**src/rtl/obi_pkg.sv**
```systemverilog
// Shared types and constants for the two-master OBI arbiter.
package obi_pkg;

  localparam int unsigned NUM_MASTERS = 2;

  typedef logic [$clog2(NUM_MASTERS)-1:0] mst_idx_t;

  typedef enum logic {
    ARB    = 1'b0,
    LOCKED = 1'b1
  } arb_state_e;

  function automatic mst_idx_t other_master(input mst_idx_t idx);
    return ~idx;
  endfunction

endpackage

```
**src/rtl/obi_id_fifo.sv**
```systemverilog
// Response-routing FIFO: remembers which master owns each outstanding transaction.
module obi_id_fifo #(
  parameter int unsigned DEPTH = 4
) (
  input  logic clk_i,
  input  logic rstn_i,
  input  logic push_i,
  input  logic data_i,
  input  logic pop_i,
  output logic data_o,
  output logic full_o,
  output logic empty_o
);

  localparam int unsigned PtrW = $clog2(DEPTH);
  localparam int unsigned CntW = PtrW + 1;
  localparam logic [PtrW-1:0] PtrOne = 1;
  localparam logic [CntW-1:0] CntOne = 1;

  logic [DEPTH-1:0] r_mem;
  logic [PtrW-1:0]  r_wptr;
  logic [PtrW-1:0]  r_rptr;
  logic [CntW-1:0]  r_count;
  logic             w_push;
  logic             w_pop;

  assign full_o  = (r_count == CntW'(DEPTH));
  assign empty_o = (r_count == '0);
  assign data_o  = r_mem[r_rptr];

  // Guard against overflow/underflow so a misbehaving caller cannot corrupt order.
  assign w_push = push_i & ~full_o;
  assign w_pop  = pop_i & ~empty_o;

  always_ff @(posedge clk_i or negedge rstn_i) begin
    if (!rstn_i) begin
      r_mem   <= '0;
      r_wptr  <= '0;
      r_rptr  <= '0;
      r_count <= '0;
    end else begin
      if (w_push) begin
        r_mem[r_wptr] <= data_i;
        r_wptr        <= r_wptr + PtrOne;
      end
      if (w_pop) begin
        r_rptr <= r_rptr + PtrOne;
      end
      unique case ({w_push, w_pop})
        2'b10:   r_count <= r_count + CntOne;
        2'b01:   r_count <= r_count - CntOne;
        default: r_count <= r_count;
      endcase
    end
  end

endmodule

```
**src/rtl/obi_arbiter.sv**
```systemverilog
// Two-master OBI arbiter with round-robin selection, owner lock while the slave stalls,
// and in-order response routing back to the issuing master.
module obi_arbiter
  import obi_pkg::*;
#(
  parameter int unsigned ADDR_WIDTH      = 32,
  parameter int unsigned DATA_WIDTH      = 32,
  parameter int unsigned MAX_OUTSTANDING = 4
) (
  input  logic                                     clk_i,
  input  logic                                     rstn_i,
  input  logic [NUM_MASTERS-1:0]                   m_req_i,
  output logic [NUM_MASTERS-1:0]                   m_gnt_o,
  input  logic [NUM_MASTERS-1:0][ADDR_WIDTH-1:0]   m_addr_i,
  input  logic [NUM_MASTERS-1:0]                   m_we_i,
  input  logic [NUM_MASTERS-1:0][DATA_WIDTH/8-1:0] m_be_i,
  input  logic [NUM_MASTERS-1:0][DATA_WIDTH-1:0]   m_wdata_i,
  output logic [NUM_MASTERS-1:0]                   m_rvalid_o,
  output logic [NUM_MASTERS-1:0][DATA_WIDTH-1:0]   m_rdata_o,
  output logic                                     s_req_o,
  output logic [ADDR_WIDTH-1:0]                    s_addr_o,
  output logic                                     s_we_o,
  output logic [DATA_WIDTH/8-1:0]                  s_be_o,
  output logic [DATA_WIDTH-1:0]                    s_wdata_o,
  input  logic                                     s_gnt_i,
  input  logic                                     s_rvalid_i,
  input  logic [DATA_WIDTH-1:0]                    s_rdata_i,
  output logic                                     err_o
);

  arb_state_e r_state;
  arb_state_e w_state_nxt;
  mst_idx_t   r_owner;
  mst_idx_t   w_owner_nxt;
  mst_idx_t   r_rr_ptr;
  mst_idx_t   w_rr_ptr_nxt;
  logic       r_err;

  mst_idx_t   w_sel;
  logic       w_sel_vld;
  logic       w_accept;
  logic       w_full;
  logic       w_empty;
  logic       w_head;
  logic       w_pop;

  // Owner selection; the reset term keeps the address phase quiet while rstn_i is low.
  always_comb begin
    w_sel     = r_owner;
    w_sel_vld = 1'b0;
    if (r_state == LOCKED) begin
      w_sel     = r_owner;
      w_sel_vld = m_req_i[r_owner];
    end else begin
      unique case (m_req_i)
        2'b01: begin
          w_sel     = 1'b0;
          w_sel_vld = 1'b1;
        end
        2'b10: begin
          w_sel     = 1'b1;
          w_sel_vld = 1'b1;
        end
        2'b11: begin
          w_sel     = r_rr_ptr;
          w_sel_vld = 1'b1;
        end
        default: ;
      endcase
    end
    w_sel_vld = w_sel_vld & rstn_i;
  end

  assign s_req_o   = w_sel_vld & ~w_full;
  assign s_addr_o  = w_sel_vld ? m_addr_i[w_sel]  : '0;
  assign s_we_o    = w_sel_vld ? m_we_i[w_sel]    : 1'b0;
  assign s_be_o    = w_sel_vld ? m_be_i[w_sel]    : '0;
  assign s_wdata_o = w_sel_vld ? m_wdata_i[w_sel] : '0;
  assign w_accept  = s_req_o & s_gnt_i;

  always_comb begin
    m_gnt_o = '0;
    if (w_accept) begin
      m_gnt_o[w_sel] = 1'b1;
    end
  end

  // A full FIFO forces s_req_o low, so neither transition below can fire.
  always_comb begin
    w_state_nxt  = r_state;
    w_owner_nxt  = r_owner;
    w_rr_ptr_nxt = r_rr_ptr;
    if (w_accept) begin
      w_state_nxt  = ARB;
      w_rr_ptr_nxt = other_master(w_sel);
    end else if ((r_state == ARB) && s_req_o) begin
      w_state_nxt = LOCKED;
      w_owner_nxt = w_sel;
    end
  end

  always_ff @(posedge clk_i or negedge rstn_i) begin
    if (!rstn_i) begin
      r_state  <= ARB;
      r_owner  <= '0;
      r_rr_ptr <= '0;
      r_err    <= 1'b0;
    end else begin
      r_state  <= w_state_nxt;
      r_owner  <= w_owner_nxt;
      r_rr_ptr <= w_rr_ptr_nxt;
      if (s_rvalid_i && w_empty) begin
        r_err <= 1'b1;
      end
    end
  end

  assign err_o = r_err;
  assign w_pop = s_rvalid_i & ~w_empty;

  obi_id_fifo #(
    .DEPTH (MAX_OUTSTANDING)
  ) u_id_fifo (
    .clk_i   (clk_i),
    .rstn_i  (rstn_i),
    .push_i  (w_accept),
    .data_i  (w_sel),
    .pop_i   (w_pop),
    .data_o  (w_head),
    .full_o  (w_full),
    .empty_o (w_empty)
  );

  // Response routing depends only on FIFO state and slave inputs.
  always_comb begin
    m_rvalid_o = '0;
    m_rdata_o  = '0;
    if (!w_empty) begin
      m_rvalid_o[w_head] = s_rvalid_i;
      m_rdata_o[w_head]  = s_rdata_i;
    end
  end

endmodule
```
**config.mk**
```make
export PLATFORM = sky130hd
export DESIGN_NAME = obi_arbiter
export DESIGN_NICKNAME = d
export VERILOG_FILES = /design/src/rtl/obi_pkg.sv /design/src/rtl/obi_id_fifo.sv /design/src/rtl/obi_arbiter.sv
export SDC_FILE = /design/constraint.sdc
export NUM_CORES = 1
export LEC_CHECK = 0
export CAP_MARGIN = 0
export CORE_AREA = 2 2 122 124
export CTS_CLUSTER_DIAMETER = 40
export DETAILED_ROUTE_END_ITERATION = 12
export DIE_AREA = 0 0 124 126
export RECOVER_POWER = 50
export SKIP_LAST_GASP = 1
export SYNTH_ARGS = -nofsm -noshare
export SYNTH_HDL_FRONTEND = slang
export SYNTH_HIERARCHICAL = 1
export SYNTH_SLANG_ARGS = --single-unit
```
**constraint.sdc**
```tcl
create_clock -name clk_i -period 2.2 [get_ports clk_i]
set_input_delay 0.44 -clock clk_i [delete_from_list [all_inputs] [get_ports clk_i]]
set_output_delay 0.44 -clock clk_i [all_outputs]
set_load 0.01 [all_outputs]
```
; Word level (Yosys, flattened, before mapping)
; Index checks and enable logic that the tools add are counted.
[word_totals]
register_bits = 15
inputBits = 176
out_inout_bits = 139
word_cells = 84
[classes]
n_addsub = 4
magnitude_cmp = 8
n_eq_ne = 6
n_mux = 35
bitwise_logic = 13
n_reduce_logical = 10
[ops]
columns = operator, n
row1 = $mux 32, 7
row2 = $and 64x64->64, 1
row3 = $mux 64, 1
row4 = $demux 32 s1, 1
row5 = $mux 1, 14
row6 = $mux 4, 3
row7 = $and 1x1->1, 6
row8 = $eq 2x2->1 const B, 3
row9 = $lt 1x2->1 const B, 3
row10 = $lt 2x3->1 const B, 2
row11 = $pmux 3 s2, 1
row12 = $logic_and 1x1->1, 5
row13 = $not 1->1, 5
row14 = $add 2x1->2 const B, 2
row15 = $bwmux 4, 1
row16 = $eq 2x1->1 const B, 2
row17 = $mux 2, 2
row18 = $reduce_bool 2->1, 2
row19 = $add 3x1->3 const B, 1
row20 = $eq 3x3->1 const B, 1
row21 = $logic_not 3->1, 1
row22 = $pmux 1 s3, 1
row23 = $reduce_or 3->1, 1
row24 = $sub 3x1->3 const B, 1
row25 = 7 further kinds, 9

; Logic depth before layout (Yosys ltp)
; Gate-level depths: netlist of run 1.
[logic_depth]
ltp_word = 10
mapped_depth = 12
mapped_depth_nobuf = 11

; Hierarchy
; The synthesis of run 1 kept the hierarchy.
[by_module_without_submodules]
columns = mod, n_inst, cells_each, area_per_inst_um2, seq_area_each_um2
row1 = obi_arbiter, 1, 331, 1676.6, 100.1
row2 = obi_id_fifo, 1, 54, 605.6, 275.3

; Least setup slack after synthesis of run 1
; Ideal clock, no wire load.
[synth_timing]
kind = flip-flop to flip-flop
from = register u_id_fifo.r_count[0]
to = register u_id_fifo.r_count[2]
setup_ns = 0.079
arrival_time_ns = 2.153
required_ns = 2.121
setup_slack_ns = -0.033
path_stages_with_launch = 13
path_buffers = 1
period_less_slack_ns = 2.233
path_cell_list = dfrtp_1 nor3b_4 nor2b_1 nand4_1 inv_1 nand2b_1 buf_6 ha_1 inv_1 fa_1 xor2_1 nor2_1 xor2_1
[synth_via]
elab_chain_len = 7
word_cells_on_any_way = 15
classes_between = 2 x add/sub / 3 x eq/ne / 1 x mux / 7 x bitwise / 2 x reduce/logical
[synth_lines]
columns = item, line
row1 = "start, declared", obi_id_fifo.sv:23  ; logic [CntW-1:0] r_count;
row2 = "start signal, assigned", obi_id_fifo.sv:50  ; 2'b10: r_count <= r_count + CntOne;
row3 = "start signal, assigned", obi_id_fifo.sv:51  ; 2'b01: r_count <= r_count - CntOne;
row4 = "start signal, assigned", obi_id_fifo.sv:52  ; default: r_count <= r_count;
row5 = $eq 3x3->1 (*), obi_id_fifo.sv:27  ; assign full_o = (r_count == CntW'(DEPTH));
row6 = net w_full, obi_arbiter.sv:42  ; logic w_full;
row7 = $not 1->1 (*), obi_arbiter.sv:74  ; assign s_req_o = w_sel_vld & ~w_full;
row8 = $and 1x1->1 (*), obi_arbiter.sv:74
row9 = $and 1x1->1 (*), obi_arbiter.sv:79  ; assign w_accept = s_req_o & s_gnt_i;
row10 = net w_accept, obi_arbiter.sv:41  ; logic w_accept;
row11 = $and 1x1->1 (*), obi_id_fifo.sv:32  ; assign w_push = push_i & ~full_o;
row12 = $eq 2x1->1 / $eq 2x2->1 (equally long branches), obi_id_fifo.sv:49  ; unique case ({w_push, w_pop})
row13 = $pmux 3 s2 / $reduce_bool 2->1 (equally long branches), --
; Mark *: on every way through the listed nets, which the timed path passes. The rest lies on a longest branch.
; A chain may end at the register's enable or synchronous reset.

; Final worst setup path of run 1
[layout_timing]
from = register u_id_fifo.r_rptr[0]
to = output m_rvalid_o[0]
[layout_via]
elab_chain_len = 8
word_cells_on_any_way = 9
classes_between = 2 x order compare / 5 x mux / 1 x bitwise / 1 x reduce/logical
[layout_lines]
columns = item, line
row1 = "start, declared", obi_id_fifo.sv:22  ; logic [PtrW-1:0] r_rptr;
row2 = "start signal, assigned", obi_id_fifo.sv:47  ; r_rptr <= r_rptr + PtrOne;
row3 = $bmux 1 s2 (*), obi_id_fifo.sv:29  ; assign data_o = r_mem[r_rptr];
row4 = $mux 1 (implied by the code) (*), obi_id_fifo.sv:29
row5 = net w_head, obi_arbiter.sv:44  ; logic w_head;
row6 = $lt 1x2->1 (implied by the code) / $ge 1x1->1 (equally long branches), obi_arbiter.sv:139  ; m_rvalid_o[w_head] = s_rvalid_i;
row7 = $logic_and 1x1->1 (implied by the code), obi_arbiter.sv:139
row8 = $mux 1 (implied by the code), obi_arbiter.sv:139
row9 = $demux 1 s1 (*), obi_arbiter.sv:139
row10 = $and 2x2->2 (no line) (*), --
row11 = $mux 2 (*), obi_arbiter.sv:138  ; if (!w_empty) begin
row12 = "end, declared", obi_arbiter.sv:18  ; output logic [NUM_MASTERS-1:0] m_rvalid_o,
; Mark *: on every way through the listed nets, which the timed path passes. The rest lies on a longest branch. The select of a mux whose other input is x is not followed.

==> metrics.txt, run 1 <==
status finished with violations; flop2flop setup slack around 0.03 ns; WHS 0.358 ns; initial antenna violation count 1; CORE AREA ~14000 sq um; setup violators final roughly 100; Synth top area share 0.243; Least-Margin Pin Slew 0.644 ns; register area share after synthesis 0.164; vias in the first global route 3945; Setup Total Neg Slack -10.65 ns; top layer in use met5; Antenna Nets Post-Route 0; Initial Utilization 0.159; Crit Path Max Fanout 6; Design Area, Final 7360 sq um; maximum clock frequency 406 MHz; Top-Level Pins 315; post-DP HPWL 9.77 mm; WL met1 5.82 mm; synth warn 6; Synth Register Bits 15; routed len/inst 16.9 um; CTS tree yes; Setup crit end kind output port; Tot GR Track Use 0.172; num rows 44; DIE WIDTH 124 um; dpl cell area 5840 sq um; root buffer cell clkbuf_16; largest net degree at the start of global routing 35; Slew headroom 0.571; clock-pin transition on the worst setup and hold timing paths 0.05 ns; CTS Buffer Depth 2; worst hold-check path type in -> async; Synth Flop Type dfrtp_1; via count 4124; WS Path Type reg -> out; Leak 3.90 nW; Mapped Cells between 300 and 400; setup slack after layout -0.263 ns; Die Footprint between 15000 and 20000 sq um; RSZ-0062 raised after global routing yes; RePlAce Congestion 0.935; violated checks setup timing; Area Growth Syn to Fin 223%; die height 126 um; met2 WL post-DR 8.60 mm; Crit path required time between 1.5 and 2 ns; most area-hungry cell type in the Yosys netlist nand2_1; Tmin final approximately 2.5 ns; CTS Buf Count 3; Iteration-0 DRC Markers 124; grt ovf 0; htree depth 1; period utilization 1.12; # diodes 0; Final Max Tran Viols 0; vias per inst 4.41; asr flop ratio synth 1.00; layout cells sized above 1 0.513; Synth cell types 31; final hold violation count 0; Post-Synthesis Cell Area 2280 sq um; Critical Path AT ~2.0 ns; drt pass-1 iters 4; Pwr per Cell Area between 1000 and 1500 nW/um^2; DR WL met3 1.06 mm; Max Cap Viol 0; syn_nets ~570; Synth Area per Inst around 6 sq um; crit path launch type register; clk_skew 0.00144 ns; Tot Pwr 9.25 mW; CTS Sinks 15; first-pass GRT wire length 20.9 mm; worst skew pair latency 0.25 ns; Area contributors post-synth nand2_1 24%, and2_1 18%, dfrtp_1 16%; DR DRC count 0; Max IR drop VDD 0.440 mV; Hold-fix buffers, CTS 0; port buffer count 314; nets@finish approximately 940; final wirelength 15.9 mm; EDFF count, synth 0
## worst max-delay path, stage by stage (launching register included)
cell,delay [ns]
dfrtp_1,0.37
mux4_2,0.56
nor2_4,0.24
buf_6,0.14
clkbuf_16,0.13
buf_8,0.10
and2_4,0.13
buf_6,0.09
## per-stage QoR
step           setup slack (ns)  instances  utilization
2_1_floorplan            0.0165        385            -
3_3_place_gp             -0.695        881        0.408
3_5_place_dp             -0.723        881        0.408
4_1_cts                  -0.428        919        0.451
5_1_grt                  -0.313        936        0.514
6_report                 -0.263        936        0.514
## metal layers
layer | vias up | global-route usage
met3 | 27 | 0.0263
met4 | 2 | 0.0582
li1 | 1974 | -
met5 | - | 0
met1 | 1944 | 0.191
met2 | 177 | 0.324
## power breakdown
group / internal (mW) / switching (mW)
combinational: 4.59 / 3.73
clock: 0.243 / 0.118
sequential: 0.423 / 0.144
total: 5.26 / 4.00
## logic make-up (layout without fill, tap and decap cells)
| family | after synthesis | in the layout | share of synthesized area |
|---|---|---|---|
| buffers and inverters | 35 | 402 | 0.0696 |
| and+or+nand+nor | 234 | 234 | 0.480 |
| AOI/OAI and AO/OA | 83 | 83 | 0.192 |
| muxes | 6 | 6 | 0.0351 |
| adders and majority gates | 6 | 6 | 0.0362 |
| DFF | 15 | 15 | 0.164 |
| xor gates and xnor gates | 6 | 6 | 0.0230 |
## cell usage after synthesis (2+ instances only)
cell type,count
dfrtp_1,15
o21ai_0,9
nor2b_1,5
nand2_1,148
clkbuf_1,11
inv_1,6
a21oi_1,69
mux2_2,2
mux2i_1,2
ha_1,5
xnor2_1,3
nand2b_1,3
nor2_1,6
buf_2,16
xor2_1,3
a21o_1,2
and2_1,66
## layout by cell type, fill, tap and decap left out, types with 4 or more instances in the layout
master	Yosys	routed
nand2_2	0	39
o21ai_0	9	9
buf_6	1	33
buf_2	16	75
clkdlybuf4s50_1	0	173
clkbuf_16	0	9
buf_12	0	20
nand2_4	0	62
dfrtp_1	15	12
buf_16	0	7
ha_1	5	4
dlymetal6s2s_1	0	36
and2_1	66	49
clkbuf_2	0	10
and2_4	0	17
inv_1	6	5
nor2_1	6	5
a21oi_2	0	66
buf_4	0	25
nand2_1	148	47
## final timing paths
check,from,to,cells past startpoint
max,u_id_fifo/r_rptr[0],m_rvalid_o[0],7
min,rstn_i,err_o,2
max reg2reg,u_id_fifo/r_count[1],u_id_fifo/r_count[1],8
min reg2reg,err_o,err_o,1
max in group asynchronous,rstn_i,r_state,2
min in group clk_i,err_o,err_o,1
## sequential cells by signal (all words and copies together) (netlist names)
register           flops
err_o                  1
u_id_fifo/r_rptr       2
r_owner                1
u_id_fifo/r_wptr       2
u_id_fifo/r_count      3
u_id_fifo/r_mem        4
r_state                1
r_rr_ptr               1
## timing repair
action                                  in CTS  in global routing
cloned                                      14                  7
pin swaps                                   42                121
resized for setup                          363                376
buffers inserted                            20                 20
endpoints found under the setup margin     140                140
## area by class of cell
type                       instances  area (sq um)
tap                              184           230
inverter                           7          33.8
clock buffer                       3          75.1
clock inverter                     1          5.00
sequential                        15           379
multi-input combinational        335          2670
fill                            1344          6950
timing repair buffer             391          3970
Power figures use the tool's default switching activity.
==> run 2: changes to the inputs <==
--- a/config.mk
+++ b/config.mk
@@ -5,7 +5,6 @@
 export SDC_FILE = /design/constraint.sdc
 export NUM_CORES = 1
 export LEC_CHECK = 0
-export CAP_MARGIN = 0
 export CORE_AREA = 2 2 122 124
 export CTS_CLUSTER_DIAMETER = 40
 export DETAILED_ROUTE_END_ITERATION = 12
==> results of run 2 <==
The final DEF is identical to that of run 1; final timing and power are the same.
==> run 3: changes to the inputs <==
--- a/config.mk
+++ b/config.mk
@@ -9,7 +9,7 @@
 export CTS_CLUSTER_DIAMETER = 40
 export DETAILED_ROUTE_END_ITERATION = 12
 export DIE_AREA = 0 0 124 126
-export RECOVER_POWER = 50
+export GPL_ROUTABILITY_DRIVEN = 0
 export SKIP_LAST_GASP = 1
 export SYNTH_ARGS = -nofsm -noshare
 export SYNTH_HDL_FRONTEND = slang
==> metrics.txt, run 3 (same netlist as run 1, synthesis figures left out) <==
status finished with violations; violated checks setup timing; Final Max Tran Viols 0; Logic pwr share 0.899; CTS Sinks 15; vias per inst 4.41; final hold violation count 0; RSZ-0062 raised after global routing yes; DR WL met3 1.03 mm; # fillers 1344; grt ovf 0; worst reg-to-reg path cell count 11; Pwr per Cell Area about 1300 nW/um^2; nets@finish 935; DR DRC count 0; pre-CTS setup slack -0.723 ns; period utilization 1.12; crit path launch type register; CORE AREA 14300 sq um; sw frac 0.432; Hold-fix buffers, CTS 0; Tot Pwr 9.26 mW; worst r2r dst u_id_fifo/r_count[2]; most common cell after layout, fill and taps aside clkdlybuf4s50_1; number of flip-flops under the largest register name 4; # diodes 0; sw power roughly 4 mW; Critical Path AT 2.02 ns; Tot GR Track Use 0.172; Initial Utilization 0.159; Max Cap Viol 0; flop2flop setup slack 0.13 ns; largest net degree at the start of global routing 35; CTS tree yes; Area Growth Syn to Fin 223%; Max IR drop VDD 0.440 mV; WS Path Type reg -> out; setup slack after layout -0.256 ns; top layer in use met5; CTS Buffer Depth 2; Largest Register u_id_fifo/r_mem; die height 126 um; Setup Total Neg Slack -9.88 ns; Layout Utilization 0.515; clk_skew 0.00148 ns; initial antenna violation count 1; final wirelength approximately 16 mm; DIE WIDTH 124 um; worst hold-check path type in -> async; Top-Level Pins 315; CTS Buf Count 3; clock-pin transition on the worst setup and hold timing paths ~0.050 ns; port buffer count 314; routed len/inst 16.9 um; via count 4128; WL met1 5.84 mm; vias in the first global route roughly 3900; reg2reg start r_owner; worst skew pair latency 0.25 ns; Tmin final ~2.5 ns; maximum clock frequency 407 MHz; met2 WL post-DR 8.61 mm; Least-Margin Pin Slew roughly 0.34 ns; htree depth 1; root buffer cell clkbuf_16; most frequent cells in the layout 173 x clkdlybuf4s50_1, 75 x buf_2, 66 x a21oi_2; Iteration-0 DRC Markers 118; num rows 44; Largest regs u_id_fifo/r_mem (4), u_id_fifo/r_count (3); setup violators final 103; layout cells sized above 1 0.517; P_int 5.26 mW; Antenna Nets Post-Route 0; Sequential Power Share 0.062; first-pass GRT wire length 20.9 mm; Setup crit end kind output port; Clock power frac 0.039; Leak 3.91 nW; Die Footprint 15600 sq um; drt pass-1 iters 4; Slew headroom 0.773; Crit Path Max Fanout 6; Crit path required time 1.76 ns; post-DP HPWL around 10 mm
run 3: worst max path at each step:
stage                      endpoint  cells past startpoint  slack (ns)            startpoint
4_1_cts               m_rdata_o[31]                      5       -0.43   u_id_fifo/r_rptr[0]
5_1_grt                m_rdata_o[0]                      7       -0.31   u_id_fifo/r_rptr[0]
3_5_place_dp           s_addr_o[26]                      9       -0.72            m_req_i[1]
2_1_floorplan  u_id_fifo/r_count[2]                     12        0.02  u_id_fifo/r_count[0]
3_3_place_gp           s_addr_o[26]                      9       -0.69            m_req_i[1]
6_report              m_rvalid_o[0]                      7       -0.26   u_id_fifo/r_rptr[0]
run 3: what timing repair did:
| action | CTS | global route |
|---|---|---|
| resized for setup | 363 | 376 |
| endpoints found under the hold margin | 0 | 0 |
| setup endpoints to repair | 140 | 140 |
| buffers inserted | 20 | 20 |
| pin swaps | 42 | 121 |
| cloned | 14 | 7 |
run 3: power groups by stage:
| stage | clock, mW | combinational [mW] | sequential [mW] |
|---|---|---|---|
| 2_1_floorplan | 0 | 2.45 | 0.532 |
| 3_5_place_dp | 0 | 5.38 | 0.549 |
| 4_1_cts | 0.371 | 6.99 | 0.561 |
| 6_report | 0.361 | 8.33 | 0.571 |
| 5_1_grt | 0.381 | 8.85 | 0.592 |
| 3_3_place_gp | 0 | 5.28 | 0.535 |
run 3: per-layer routing:
metal / vias up / track usage
met5: - / 0
met4: 2 / 0.0582
met3: 27 / 0.0263
met2: 177 / 0.324
met1: 1948 / 0.191
li1: 1974 / -
run 3: final cells by class:
cell class              count  area [sq um]  area share
repair buffers            391          3970       0.539
multi-input cells         335          2680       0.363
flip-flops and latches     15           379      0.0514
well taps                 184           230      0.0312
clock buffers               3          75.1      0.0102
inverters                   7          33.8     0.00458
clock inverters             1          5.00    0.000679
run 3: stage by stage:
step	hold slack [ns]	instances	cell area (sq um)
detailed placement	0.456	881	5840
finish	0.351	936	7380
global placement	0.441	881	5840
floorplan	0.144	385	2290
CTS	0.349	919	6460
global route	0.385	936	7380
run 3: critical path: stages (launching register included):
cell,delay [ns]
dfrtp_1,0.37
mux4_2,0.56
nor2_4,0.24
buf_6,0.14
clkbuf_16,0.13
buf_8,0.10
and2_4,0.13
buf_6,0.09
